File: src/rtl/sad_pkg.sv
// Shared types and width helpers for the multi-lane SAD / max accumulator.
package sad_pkg;

    typedef enum logic [1:0] {
        ACCUM = 2'd0,
        DRAIN = 2'd1,
        DONE  = 2'd2
    } state_e;

    typedef enum logic {
        MODE_SUM = 1'b0,
        MODE_MAX = 1'b1
    } mode_e;

    function automatic int acc_w(input int n, input int lanes, input int flen);
        return n + $clog2(lanes * flen);
    endfunction

    function automatic int cnt_w(input int lanes, input int flen);
        return $clog2(lanes * flen + 1);
    endfunction

endpackage

File: src/rtl/lane_absdiff.sv
// One lane of |a-b|: carry-lookahead subtract a+~b+1, then negate on borrow.
module lane_absdiff #(
    parameter int N = 8
) (
    input  logic [N-1:0] a_i,
    input  logic [N-1:0] b_i,
    output logic [N-1:0] diff_o,
    output logic         a_ge_b_o
);

    logic [N-1:0] g;
    logic [N-1:0] p;
    logic [N-1:0] d;
    logic [N:0]   c;

    always_comb begin
        g    = a_i & ~b_i;
        p    = a_i ^ ~b_i;
        c    = '0;
        c[0] = 1'b1;
        for (int i = 0; i < N; i++) begin
            c[i+1] = g[i] | (p[i] & c[i]);
        end
        d        = p ^ c[N-1:0];
        // Carry out of a+~b+1 is the "no borrow" flag, i.e. a >= b.
        a_ge_b_o = c[N];
        diff_o   = c[N] ? d : (~d + N'(1));
    end

endmodule

File: src/rtl/sad_accumulator.sv
// Frame-based |A-B| accumulator: per-lane diff stage, fold stage, small FSM.
module sad_accumulator
    import sad_pkg::*;
#(
    parameter  int N         = 8,
    parameter  int LANES     = 4,
    parameter  int FRAME_LEN = 16,
    localparam int ACC_W     = acc_w(N, LANES, FRAME_LEN),
    localparam int CNT_W     = cnt_w(LANES, FRAME_LEN)
) (
    input  logic               CLK,
    input  logic               RST_N,
    input  logic               IN_VALID,
    output logic               IN_READY,
    input  logic [LANES*N-1:0] A,
    input  logic [LANES*N-1:0] B,
    input  logic               MODE,
    input  logic               ABORT,
    output logic               OUT_VALID,
    input  logic               OUT_READY,
    output logic [ACC_W-1:0]   OUT_RES,
    output logic [CNT_W-1:0]   OUT_GE_CNT
);

    localparam int SCNT_W = $clog2(FRAME_LEN + 1);

    logic [N-1:0]     diff_w [LANES];
    logic [LANES-1:0] ge_w;

    for (genvar k = 0; k < LANES; k++) begin : g_lane
        lane_absdiff #(.N(N)) u_lane (
            .a_i      (A[k*N +: N]),
            .b_i      (B[k*N +: N]),
            .diff_o   (diff_w[k]),
            .a_ge_b_o (ge_w[k])
        );
    end

    logic [N-1:0]      diff_q [LANES];
    logic [LANES-1:0]  ge_q;
    logic              pv_q, pv_d;
    state_e            state_q, state_d;
    mode_e             mode_q, mode_d;
    logic [SCNT_W-1:0] cnt_q, cnt_d;
    logic [ACC_W-1:0]  acc_q, acc_d;
    logic [CNT_W-1:0]  gec_q, gec_d;
    logic              accept;

    logic [ACC_W-1:0]  lane_sum;
    logic [N-1:0]      lane_max;
    logic [CNT_W-1:0]  lane_ge;

    assign IN_READY   = (state_q == ACCUM);
    assign OUT_VALID  = (state_q == DONE);
    assign OUT_RES    = acc_q;
    assign OUT_GE_CNT = gec_q;
    assign accept     = IN_VALID & IN_READY & ~ABORT;

    always_comb begin
        lane_sum = '0;
        lane_max = '0;
        lane_ge  = '0;
        for (int k = 0; k < LANES; k++) begin
            lane_sum = lane_sum + ACC_W'(diff_q[k]);
            if (diff_q[k] > lane_max) begin
                lane_max = diff_q[k];
            end
            lane_ge = lane_ge + CNT_W'(ge_q[k]);
        end
    end

    always_comb begin
        state_d = state_q;
        mode_d  = mode_q;
        cnt_d   = cnt_q;
        acc_d   = acc_q;
        gec_d   = gec_q;
        pv_d    = 1'b0;
        if (pv_q) begin
            gec_d = gec_q + lane_ge;
            if (mode_q == MODE_MAX) begin
                if (ACC_W'(lane_max) > acc_q) begin
                    acc_d = ACC_W'(lane_max);
                end
            end else begin
                acc_d = acc_q + lane_sum;
            end
        end
        unique case (state_q)
            ACCUM: begin
                if (accept) begin
                    pv_d  = 1'b1;
                    cnt_d = cnt_q + SCNT_W'(1);
                    if (cnt_q == '0) begin
                        mode_d = mode_e'(MODE);
                    end
                    if (cnt_q == SCNT_W'(FRAME_LEN - 1)) begin
                        state_d = DRAIN;
                    end
                end
            end
            // Leave DRAIN only once the last sample has been folded.
            DRAIN: begin
                if (!pv_q) begin
                    state_d = DONE;
                end
            end
            DONE: begin
                if (OUT_READY) begin
                    state_d = ACCUM;
                    cnt_d   = '0;
                    acc_d   = '0;
                    gec_d   = '0;
                end
            end
            default: state_d = ACCUM;
        endcase
        if (ABORT) begin
            state_d = ACCUM;
            cnt_d   = '0;
            acc_d   = '0;
            gec_d   = '0;
            pv_d    = 1'b0;
        end
    end

    always_ff @(posedge CLK or negedge RST_N) begin
        if (!RST_N) begin
            state_q <= ACCUM;
            mode_q  <= MODE_SUM;
            cnt_q   <= '0;
            acc_q   <= '0;
            gec_q   <= '0;
            pv_q    <= 1'b0;
            ge_q    <= '0;
            for (int k = 0; k < LANES; k++) begin
                diff_q[k] <= '0;
            end
        end else begin
            state_q <= state_d;
            mode_q  <= mode_d;
            cnt_q   <= cnt_d;
            acc_q   <= acc_d;
            gec_q   <= gec_d;
            pv_q    <= pv_d;
            if (accept) begin
                ge_q <= ge_w;
                for (int k = 0; k < LANES; k++) begin
                    diff_q[k] <= diff_w[k];
                end
            end
        end
    end

endmodule
File: config.mk
export PLATFORM = sky130hd
export DESIGN_NAME = sad_accumulator
export DESIGN_NICKNAME = d
export VERILOG_FILES = /design/src/rtl/sad_pkg.sv /design/src/rtl/lane_absdiff.sv /design/src/rtl/sad_accumulator.sv
export SDC_FILE = /design/constraint.sdc
export NUM_CORES = 1
export LEC_CHECK = 0
export CORE_MARGIN = 2
export CORE_UTILIZATION = 50
export CTS_BUF_LIST = sky130_fd_sc_hd__clkbuf_2
export DETAILED_ROUTE_END_ITERATION = 6
export PLACE_DENSITY_LB_ADDON = 0.15
export SYNTH_ARGS = -nofsm -noshare
export SYNTH_HDL_FRONTEND = slang
export SYNTH_SLANG_ARGS = --single-unit
File: constraint.sdc
create_clock -name CLK -period 7.75 [get_ports CLK]
set_input_delay 1.1625 -clock CLK [delete_from_list [all_inputs] [get_ports CLK]]
set_output_delay 1.1625 -clock CLK [all_outputs]
set_load 0.01 [all_outputs]
==> impl_metrics.tcl <==
set metrics [dict create \
    fp.coreArea_um2 12500 \
    synth_commonest_cells "81 x inv_1, 70 x nand2_1, 66 x dfrtp_1, 66 x nor2_1, 59 x ha_1" \
    drv_cap 0 \
    drc 0 \
    worst_slack_ps 639 \
    dieArea_um2 13600 \
    p_leak_uw 0.00342 \
    ys_seq_area_frac 0.261 \
    yosysWarningCount 0 \
    cp_slowest_cell "a211oi_1" \
    antenna_found_initial 0 \
    dp_hpwl_mm 13.3 \
    gp_congestion 0.939 \
    p_per_area_nw_per_um2 441 \
    postCtsHoldBufs 0 \
    post_synth_num_cell_types 65 \
    clockBufferDepth 2 \
    clk_pin_slew_worst_paths_ps 210 \
    post-route-min-period_ps 7110 \
    io_pins 93 \
    ir_worst_vdd_v 0.000250 \
    finClkSkew_ps 22.3 \
    antenna_left 0 \
    areaGrowthSynthToFinish_pct 19.1 \
    grt_pass1_vias 5260 \
    syn_avg_cell_area_um2 9.11 \
    hold_class "reg2reg" \
    drt_wl_total_mm 16.2 \
    post_drt_wl_per_cell_um 16.9 \
    layout.area.seq_um2 1650 \
    min_period_over_period 0.918 \
    yosysTopAreaCell "dfrtp_1" \
    synthCells 695 \
    num_vias 5293 \
    fmax_ghz 0.141 \
    path_common_cell "ha_1" \
    power_frac_comb 0.765 \
    post_cts_buffers 0 \
    cp-end-kind "flop" \
    grt_max_degree 70 \
    slew_headroom 0.426 \
    start_kind "flop" \
    synthTopCellsByArea "dfrtp_1 26%, fa_1 17%, ha_1 12%, inv_1 4.8%, o21ai_0 4.3%" \
    dr.pass1.iters 5 \
    rows 41 \
    hold_ws_ps 511 \
    port_buffers 92 \
    nNetsFinal 963 \
    slew_violations 0 \
    cts_tree "built" \
    n_antenna_cell 0 \
    initial_utilization 0.506 \
    post-place-ws_ps 852 \
    cts-buffers-inserted 9 \
    cts_htree_levels 3 \
    critical_path.max_fanout 14 \
    grt_setup_unrepaired "no" \
    arrival_ps 7590 \
    tns_ps 0 \
    die_h_um 117 \
    grt_pass1_wl_mm 26.7 \
    n_fill_cell 1134 \
    via_per_inst 5.53 \
    multi_input_area_um2 4270 \
    overflow 0 \
    cts.sinks 66 \
    synth_edf_count 0 \
    clk_latency_ps 580 \
    cts-root-buf "clkbuf_2" \
    syn_area_um2 6330 \
    outcome "finished clean" \
    async_reset_ff_frac 1.00 \
    worst_pin_slew_ps 861 \
    synth-seq-cells 66 \
    clockPowerShare 0.077 \
    p_sw_frac 0.517 \
    yosysMostFrequentCell "inv_1" \
    p_int_uw 1610 \
    fp.dieW_um 117 \
    seqPwrFrac 0.159 \
    cts-resized-gates 0 \
    synthFlopType "dfrtp_1" \
    drtIter0Drc 307 \
    drive_above_1_share 0.0561 \
    syn-num-nets 878 \
    required_ps 8230 \
    synth.top_cell.area_share 0.261 \
    setup_viol 0 \
    grt_use_total 0.258 \
    final_hold_viol_count 0 \
    power.switching_uw 1720 \
    max_stage_delay_ps 490 \
    crit_type "reg2reg" \
]
## state kept, by name (all words and copies together) (netlist names)
| signal | flops |
|---|---|
| OUT_GE_CNT | 7 |
| OUT_RES | 14 |
| cnt_q | 5 |
| diff_q | 32 |
| ge_q | 4 |
| mode_q | 1 |
| pv_q | 1 |
| state_q | 2 |
## power groups by stage
stage / registers (µW) / clock network (µW) / logic, µW
global route: 539 / 280 / 2830
global placement: 529 / 0 / 2460
floorplan: 500 / 0 / 1840
detailed placement: 533 / 0 / 2500
CTS: 526 / 263 / 2520
finish: 528 / 255 / 2550
## kinds of logic after synthesis
| logic type | share of synthesized area |
|---|---|
| adders and majority gates | 0.287 |
| muxes | 0.0306 |
| AOI/OAI and AO/OA | 0.171 |
| buffers and inverters | 0.0650 |
| DFF | 0.261 |
| and+or+nand+nor | 0.139 |
| xor gates and xnor gates | 0.0456 |
## through the flow
step	cell area (µm²)	utilization	std cells	power, µW
final	7540	0.603	957	3330
after floorplan	6330	-	695	2340
after global placement	7390	0.591	941	2980
after detailed placement	7390	0.591	941	3040
after CTS	7540	0.603	957	3310
after global routing	7540	0.603	957	3650
## per-layer routing
| metal | up-vias | part of all wire | track usage |
|---|---|---|---|
| met2 | 131 | 0.47 | 0.420 |
| met1 | 2579 | 0.47 | 0.360 |
| met3 | 23 | 0.039 | 0.0498 |
| li1 | 2560 | - | - |
| met4 | 0 | 0.016 | 0.0635 |
| met5 | - | 0 | 0 |
## final cells by class
class	instances	area share
clock inverter	7	0.0136
sequential	66	0.219
clock buffer	9	0.00597
timing repair buffer	96	0.125
inverter	83	0.0413
multi-input combinational	524	0.566
tap	172	0.0285
## final timing paths
path / end / slack [ps] / from / cells past startpoint
worst max-delay path: OUT_RES[5] / 640 / diff_q[27] / 30
worst min-delay path: cnt_q[4] / 510 / cnt_q[4] / 2
worst max register to register: OUT_RES[5] / 640 / diff_q[27] / 30
worst min register to register: cnt_q[4] / 510 / cnt_q[4] / 2
max in group asynchronous: diff_q[17] / 6440 / RST_N / 2
min in group asynchronous: OUT_RES[12] / 720 / RST_N / 2
## critical path, delay by kind of cell, from the launching register on
kind / cells / cell delay, ps
compound gates: 10 / 2020
fa+ha+maj: 4 / 1170
buf+inv: 4 / 520
flops: 1 / 480
mux: 2 / 790
simple gates: 10 / 2040
## cells in the final DEF (no fill, tap or decap), types with 3 or more instances in the layout
master and instances:
xor2_1 6, and2_1 4, a31oi_1 4, xnor2_1 27, o21ai_0 54, o22ai_1 4
mux2_2 7, nor3b_1 5, a21oi_1 39, nand3_1 8, ha_1 59, o2bb2ai_1 5
clkbuf_2 9, dfrtp_1 66, o21a_1 4, nor3_1 6, nand4_1 10, mux2i_1 10
and3_1 3, a22o_1 5, clkdlybuf4s50_1 91, a211oi_1 10, nor2_1 66, fa_1 54
inv_1 81, clkinv_4 3, nand2_1 70, o31ai_1 5, o211ai_1 4, nor2b_1 6
a21o_1 4, o32ai_1 3, buf_4 4
No activity file was read; power rests on OpenSTA's default activity.
